[config.mk]
export PLATFORM = sky130hd
export DESIGN_NAME = conv2_weight_loader
export DESIGN_NICKNAME = d
export VERILOG_FILES = /design/src/rtl/conv2_weight_loader_pkg.sv /design/src/rtl/conv2_weight_loader_regfile.sv /design/src/rtl/conv2_weight_loader.sv
export SDC_FILE = /design/constraint.sdc
export NUM_CORES = 2
export LEC_CHECK = 0
export CAP_MARGIN = 20
export CORE_AREA = 4 4 702 704
export DETAILED_ROUTE_END_ITERATION = 8
export DIE_AREA = 0 0 706 708
export GPL_ROUTABILITY_DRIVEN = 0
export GPL_TIMING_DRIVEN = 0
export PLACE_DENSITY = 0.37
export SLEW_MARGIN = 40
export SYNTH_ARGS = -nofsm -noshare
export SYNTH_HDL_FRONTEND = slang
export SYNTH_SLANG_ARGS = --single-unit
[constraint.sdc]
create_clock -name clk -period 55.3 [get_ports clk]
set_input_delay 5.53 -clock clk [delete_from_list [all_inputs] [get_ports clk]]
set_output_delay 5.53 -clock clk [all_outputs]
set_load 0.05 [all_outputs]
[src/rtl/conv2_weight_loader_pkg.sv]
// Shared types for the conv2 weight loader: default geometry and the loader FSM state encoding.
package conv2_weight_loader_pkg;

  localparam int unsigned ST2_CONV_CO_DEF = 3;
  localparam int unsigned ST2_CONV_CI_DEF = 3;
  localparam int unsigned KX_DEF          = 5;
  localparam int unsigned KY_DEF          = 5;
  localparam int unsigned ST2_W_BW_DEF    = 8;
  localparam int unsigned CNT_W           = 8;

  typedef enum logic [1:0] {
    S_IDLE = 2'd0,
    S_LOAD = 2'd1,
    S_DONE = 2'd2
  } state_e;

  function automatic int unsigned total_weights(input int unsigned co, input int unsigned ci,
                                                input int unsigned kx, input int unsigned ky);
    return co * ci * kx * ky;
  endfunction

endpackage

[src/rtl/conv2_weight_loader_regfile.sv]
// Weight storage: one write port, every entry exposed on a flattened read bus.
module conv2_weight_regfile
  import conv2_weight_loader_pkg::*;
#(
  parameter int unsigned DEPTH = 225,
  parameter int unsigned DW    = 8
) (
  input  logic                  clk,
  input  logic                  reset,
  input  logic                  wr_en,
  input  logic [CNT_W-1:0]      wr_addr,
  input  logic [DW-1:0]         wr_data,
  output logic [DEPTH*DW-1:0]   rd_bus
);

  logic [DW-1:0] mem_q [DEPTH];
  logic [DW-1:0] mem_d [DEPTH];

  always_comb begin
    mem_d = mem_q;
    if (wr_en && (32'(wr_addr) < DEPTH)) begin
      mem_d[wr_addr] = wr_data;
    end
  end

  always_ff @(posedge clk or posedge reset) begin
    if (reset) begin
      for (int unsigned i = 0; i < DEPTH; i++) begin
        mem_q[i] <= '0;
      end
    end else begin
      mem_q <= mem_d;
    end
  end

  always_comb begin
    rd_bus = '0;
    for (int unsigned i = 0; i < DEPTH; i++) begin
      rd_bus[i*DW +: DW] = mem_q[i];
    end
  end

endmodule

[src/rtl/conv2_weight_loader.sv]
// Streams a full conv2 kernel set into registered storage and flags when the bus is complete.
module conv2_weight_loader
  import conv2_weight_loader_pkg::*;
#(
  parameter int unsigned ST2_Conv_CO = ST2_CONV_CO_DEF,
  parameter int unsigned ST2_Conv_CI = ST2_CONV_CI_DEF,
  parameter int unsigned KX          = KX_DEF,
  parameter int unsigned KY          = KY_DEF,
  parameter int unsigned ST2_W_BW    = ST2_W_BW_DEF,
  localparam int unsigned TOTAL_WEIGHT = total_weights(ST2_Conv_CO, ST2_Conv_CI, KX, KY)
) (
  input  logic                                    clk,
  input  logic                                    reset,
  input  logic                                    start,
  input  logic signed [ST2_W_BW-1:0]              s_data,
  input  logic                                    s_valid,
  input  logic                                    s_last,
  output logic                                    s_ready,
  output logic signed [TOTAL_WEIGHT*ST2_W_BW-1:0] weight,
  output logic                                    weight_valid,
  output logic [CNT_W-1:0]                        load_cnt,
  output logic                                    err
);

  localparam logic [CNT_W-1:0] LAST_IDX = CNT_W'(TOTAL_WEIGHT - 1);

  state_e           state_q, state_d;
  logic [CNT_W-1:0] load_cnt_q, load_cnt_d;
  logic             err_q, err_d;
  logic             wr_en;
  logic [TOTAL_WEIGHT*ST2_W_BW-1:0] rd_bus;

  always_ff @(posedge clk or posedge reset) begin
    if (reset) begin
      state_q    <= S_IDLE;
      load_cnt_q <= '0;
      err_q      <= 1'b0;
    end else begin
      state_q    <= state_d;
      load_cnt_q <= load_cnt_d;
      err_q      <= err_d;
    end
  end

  // start wins in every state; a handshake on the same cycle is dropped
  always_comb begin
    state_d    = state_q;
    load_cnt_d = load_cnt_q;
    err_d      = err_q;
    wr_en      = 1'b0;
    if (start) begin
      state_d    = S_LOAD;
      load_cnt_d = '0;
      err_d      = 1'b0;
    end else begin
      unique case (state_q)
        S_IDLE: ;
        S_LOAD: begin
          if (s_valid) begin
            wr_en      = 1'b1;
            load_cnt_d = load_cnt_q + 1'b1;
            if (load_cnt_q == LAST_IDX) begin
              state_d = S_DONE;
              if (!s_last) err_d = 1'b1;
            end else if (s_last) begin
              state_d = S_IDLE;
              err_d   = 1'b1;
            end
          end
        end
        S_DONE: ;
        default: state_d = S_IDLE;
      endcase
    end
  end

  assign s_ready      = (state_q == S_LOAD);
  assign weight_valid = (state_q == S_DONE);
  assign load_cnt     = load_cnt_q;
  assign err          = err_q;
  assign weight       = rd_bus;

  conv2_weight_regfile #(
    .DEPTH (TOTAL_WEIGHT),
    .DW    (ST2_W_BW)
  ) u_regfile (
    .clk     (clk),
    .reset   (reset),
    .wr_en   (wr_en),
    .wr_addr (load_cnt_q),
    .wr_data (s_data),
    .rd_bus  (rd_bus)
  );

endmodule

==> metrics.txt <==
leakage 48.60 nW; Via-to-Cell Ratio 3.559; post-route insts no fill 13127; HP Class flip-flop to flip-flop; row count 256; final worst path period share 15.67%; DP Wirelength 335.9 mm; synthesized instance count 4281; Synth cell types 54; largest net degree at the start of global routing 27; register share of total power 44.0%; Worst setup SP type input pin; Clk pwr share 50.3%; Cells after DPL 12693; switching share of total power 24.91%; Area after DPL 99560 sq um; Worst-Skew Late Latency 0.92 ns; synthesis-to-layout area growth 54.30%; Sink Count 1811; final setup fails 0; Synth area leaders dfrtp_1 65%, mux2_2 29%, clkbuf_1 1.2%; synthesized area 69480 sq um; drt pass-1 iters 5; H-tree lvl count 4; # port buffers 1815; DIE AREA 499800 sq um; Clock Tree Buf Depth 4; initial cell density of the core 14.30%; crit path time final 8.664 ns; Tot GR Track Use 16.01%; number of top-level pins 1824; post-route ant nets 0; first-pass GRT wire length 533.1 mm; Filler cells 51358; Worst setup EP type asynchronous set/reset pin; share of cells above drive strength 1 39.99%; critical path data required time 56.36 ns; flop-to-flop setup slack 51.58 ns; total setup buffers inserted after CTS 0; Clock Skew 0.09764 ns; Critical R2R Launch load_cnt[3]; Finished Cell Area 107200 sq um; Yosys top cell by area dfrtp_1; Main synth FF type dfrtp_1; worst slew pin tran 0.8933 ns; clock tree from TritonCTS yes; logic gate share of total power 5.7%; MaxCap Viol Count 0; fmax 115.4 MHz; drt first-iter violations 2237; CTS Hold Bufs 0; number of flops mapped to enable cells by yosys 0; largest driver fanout on the critical path 23; status complete, no violations; Yosys warnings 0; top-count cell post-synth dfrtp_1; core area 485900 sq um; final net count 6492; total clock buffers created by CTS 230; register area share after synthesis 65.23%; Seq cells post-synth 1811; root buf cell clkbuf_16; syn_nets 4298; final wirelength 413.5 mm; Slew Limit Headroom 40.26%; cts repair resizes 0; routed vias 46723; Sum Neg Setup Slack 0 ns; pre-CTS setup slack 45.68 ns; Worst Reg2Reg Path Length in Cells 7; NetSw 0.7553 mW; Fin. Hold Viols 0; DRC viols 0; Die H 708 um; max-slew violations 0; Synth top area share 65.23%; Pint 2.277 mW; crit path to u_regfile.rd_bus[1257]; Die X 706 um; pwr/cell area 28.29 nW/um^2; R2R Path End u_regfile.rd_bus[40]; Setup Crit Path Kind input pin to asynchronous set/reset pin; WL/cell 31.50 um; vias in the first global route 50262; worst vdd ir 26.35 uV; Reg clk slew, reported paths 0.06 ns; Critical path origin reset; CP arrival 9.72 ns; Syn Area/Cell 16.23 sq um; Commonest cells post-synth 1811 x dfrtp_1, 1764 x mux2_2, 214 x clkbuf_1, 91 x nor2_2, 66 x nand2_1; Setup WS post-layout 46.64 ns; asr flop ratio synth 100.0%; initial antenna violation count 65; RSZ-0062 raised after global routing false; Congestion Overflow GR 0
## power by group through the flow
| stage | clock [mW] | combinational [mW] | sequential [mW] |
|---|---|---|---|
| 6_report | 1.52 | 0.173 | 1.34 |
| 4_1_cts | 1.58 | 0.182 | 1.34 |
| 2_1_floorplan | 0 | 0.0446 | 1.39 |
| 3_5_place_dp | 0 | 0.181 | 1.36 |
| 3_3_place_gp | 0 | 0.151 | 1.37 |
| 5_1_grt | 1.63 | 0.185 | 1.34 |
## stage by stage
stage	utilization [%]	hold slack [ns]	power, mW
2_1_floorplan	-	0.7366	1.431
3_3_place_gp	19.70	0.4786	1.519
3_5_place_dp	20.49	0.4799	1.540
4_1_cts	22.05	0.4923	3.101
5_1_grt	22.05	0.5040	3.151
6_report	22.06	0.4873	3.033
## flip-flops by register name, summed over array words and instances, names as in the netlist
| name | flops |
|---|---|
| load_cnt | 8 |
| state_q | 2 |
| u_regfile.rd_bus | 1800 |
| err | 1 |
## per-layer routing
layer | global-route usage [%] | vias to the layer above | part of all wire, %
li1 | - | 19533 | -
met1 | 18.18 | 25227 | 38
met2 | 29.39 | 1524 | 52
met3 | 4.079 | 439 | 6.4
met4 | 4.551 | 0 | 3.3
met5 | 0 | - | 0
## final cells by class
cell class	instances	area (sq um)	share of cell area, %
antenna	25	62.56	0.05835
buffer	281	1448	1.350
clock buffer	341	6745	6.292
clock inverter	68	834.6	0.7784
inverter	5	22.52	0.02101
multi-input combinational	2184	23190	21.63
sequential	1811	45320	42.27
tap	6450	8070	7.528
timing repair buffer	1962	21520	20.07
## worst max-delay path, stage by stage
cell and delay, ns:
clkdlybuf4s50_1 0.44, clkinvlp_4 0.40, buf_16 0.23, buf_16 0.17, buf_16 0.16, buf_16 0.17, buf_16 0.19, buf_12 0.20
buf_16 0.18, buf_16 0.16, buf_16 0.16, buf_16 0.18, buf_12 0.20, buf_12 0.20, buf_16 0.19, buf_12 0.20
buf_16 0.19, buf_12 0.20, buf_12 0.19
## worst min-delay path by stage
stage,startpoint,end,slack [ns],depth (start not counted)
finish,u_regfile.rd_bus[1667],u_regfile.rd_bus[1667],0.49,1
global route,u_regfile.rd_bus[1665],u_regfile.rd_bus[1665],0.50,1
CTS,u_regfile.rd_bus[1667],u_regfile.rd_bus[1667],0.49,1
detailed placement,u_regfile.rd_bus[1667],u_regfile.rd_bus[1667],0.48,1
global placement,u_regfile.rd_bus[1667],u_regfile.rd_bus[1667],0.48,1
floorplan,state_q[1],load_cnt[1],0.74,3
## kinds of logic (layout without fill, tap and decap cells)
logic type | count (synthesis) | after routing | share of synthesized area, %
other cells | 0 | 25 | 0
simple gates | 362 | 362 | 3.486
fa+ha+maj | 4 | 4 | 0.07204
compound gates | 12 | 12 | 0.1243
flops | 1811 | 1811 | 65.23
mux | 1800 | 1800 | 29.26
xor+xnor | 6 | 6 | 0.07563
buf+inv | 286 | 2657 | 1.756
## cell usage in the layout, fill, tap and decap left out, drive strengths merged, types with 2 or more instances in the layout
master | Yosys | final
clkbuf | 214 | 555
inv | 5 | 12
dfrtp | 1811 | 1811
nor2 | 131 | 131
nor3 | 26 | 26
nor2b | 8 | 8
and2 | 4 | 4
nor4 | 4 | 4
nand4 | 3 | 3
nand2 | 66 | 66
and3b | 2 | 2
nand3 | 68 | 68
clkinv | 0 | 44
clkinvlp | 0 | 4
diode | 0 | 25
or3 | 12 | 12
xnor2 | 4 | 4
or2 | 14 | 14
and3 | 5 | 5
xor2 | 2 | 2
bufinv | 0 | 13
a21oi | 5 | 5
o21ai | 2 | 2
mux2 | 1800 | 1800
nand4b | 2 | 2
or3b | 3 | 3
buf | 67 | 232
nand2b | 9 | 9
clkdlybuf4s50 | 0 | 1797
ha | 4 | 4
Power figures use the tool's default switching activity.
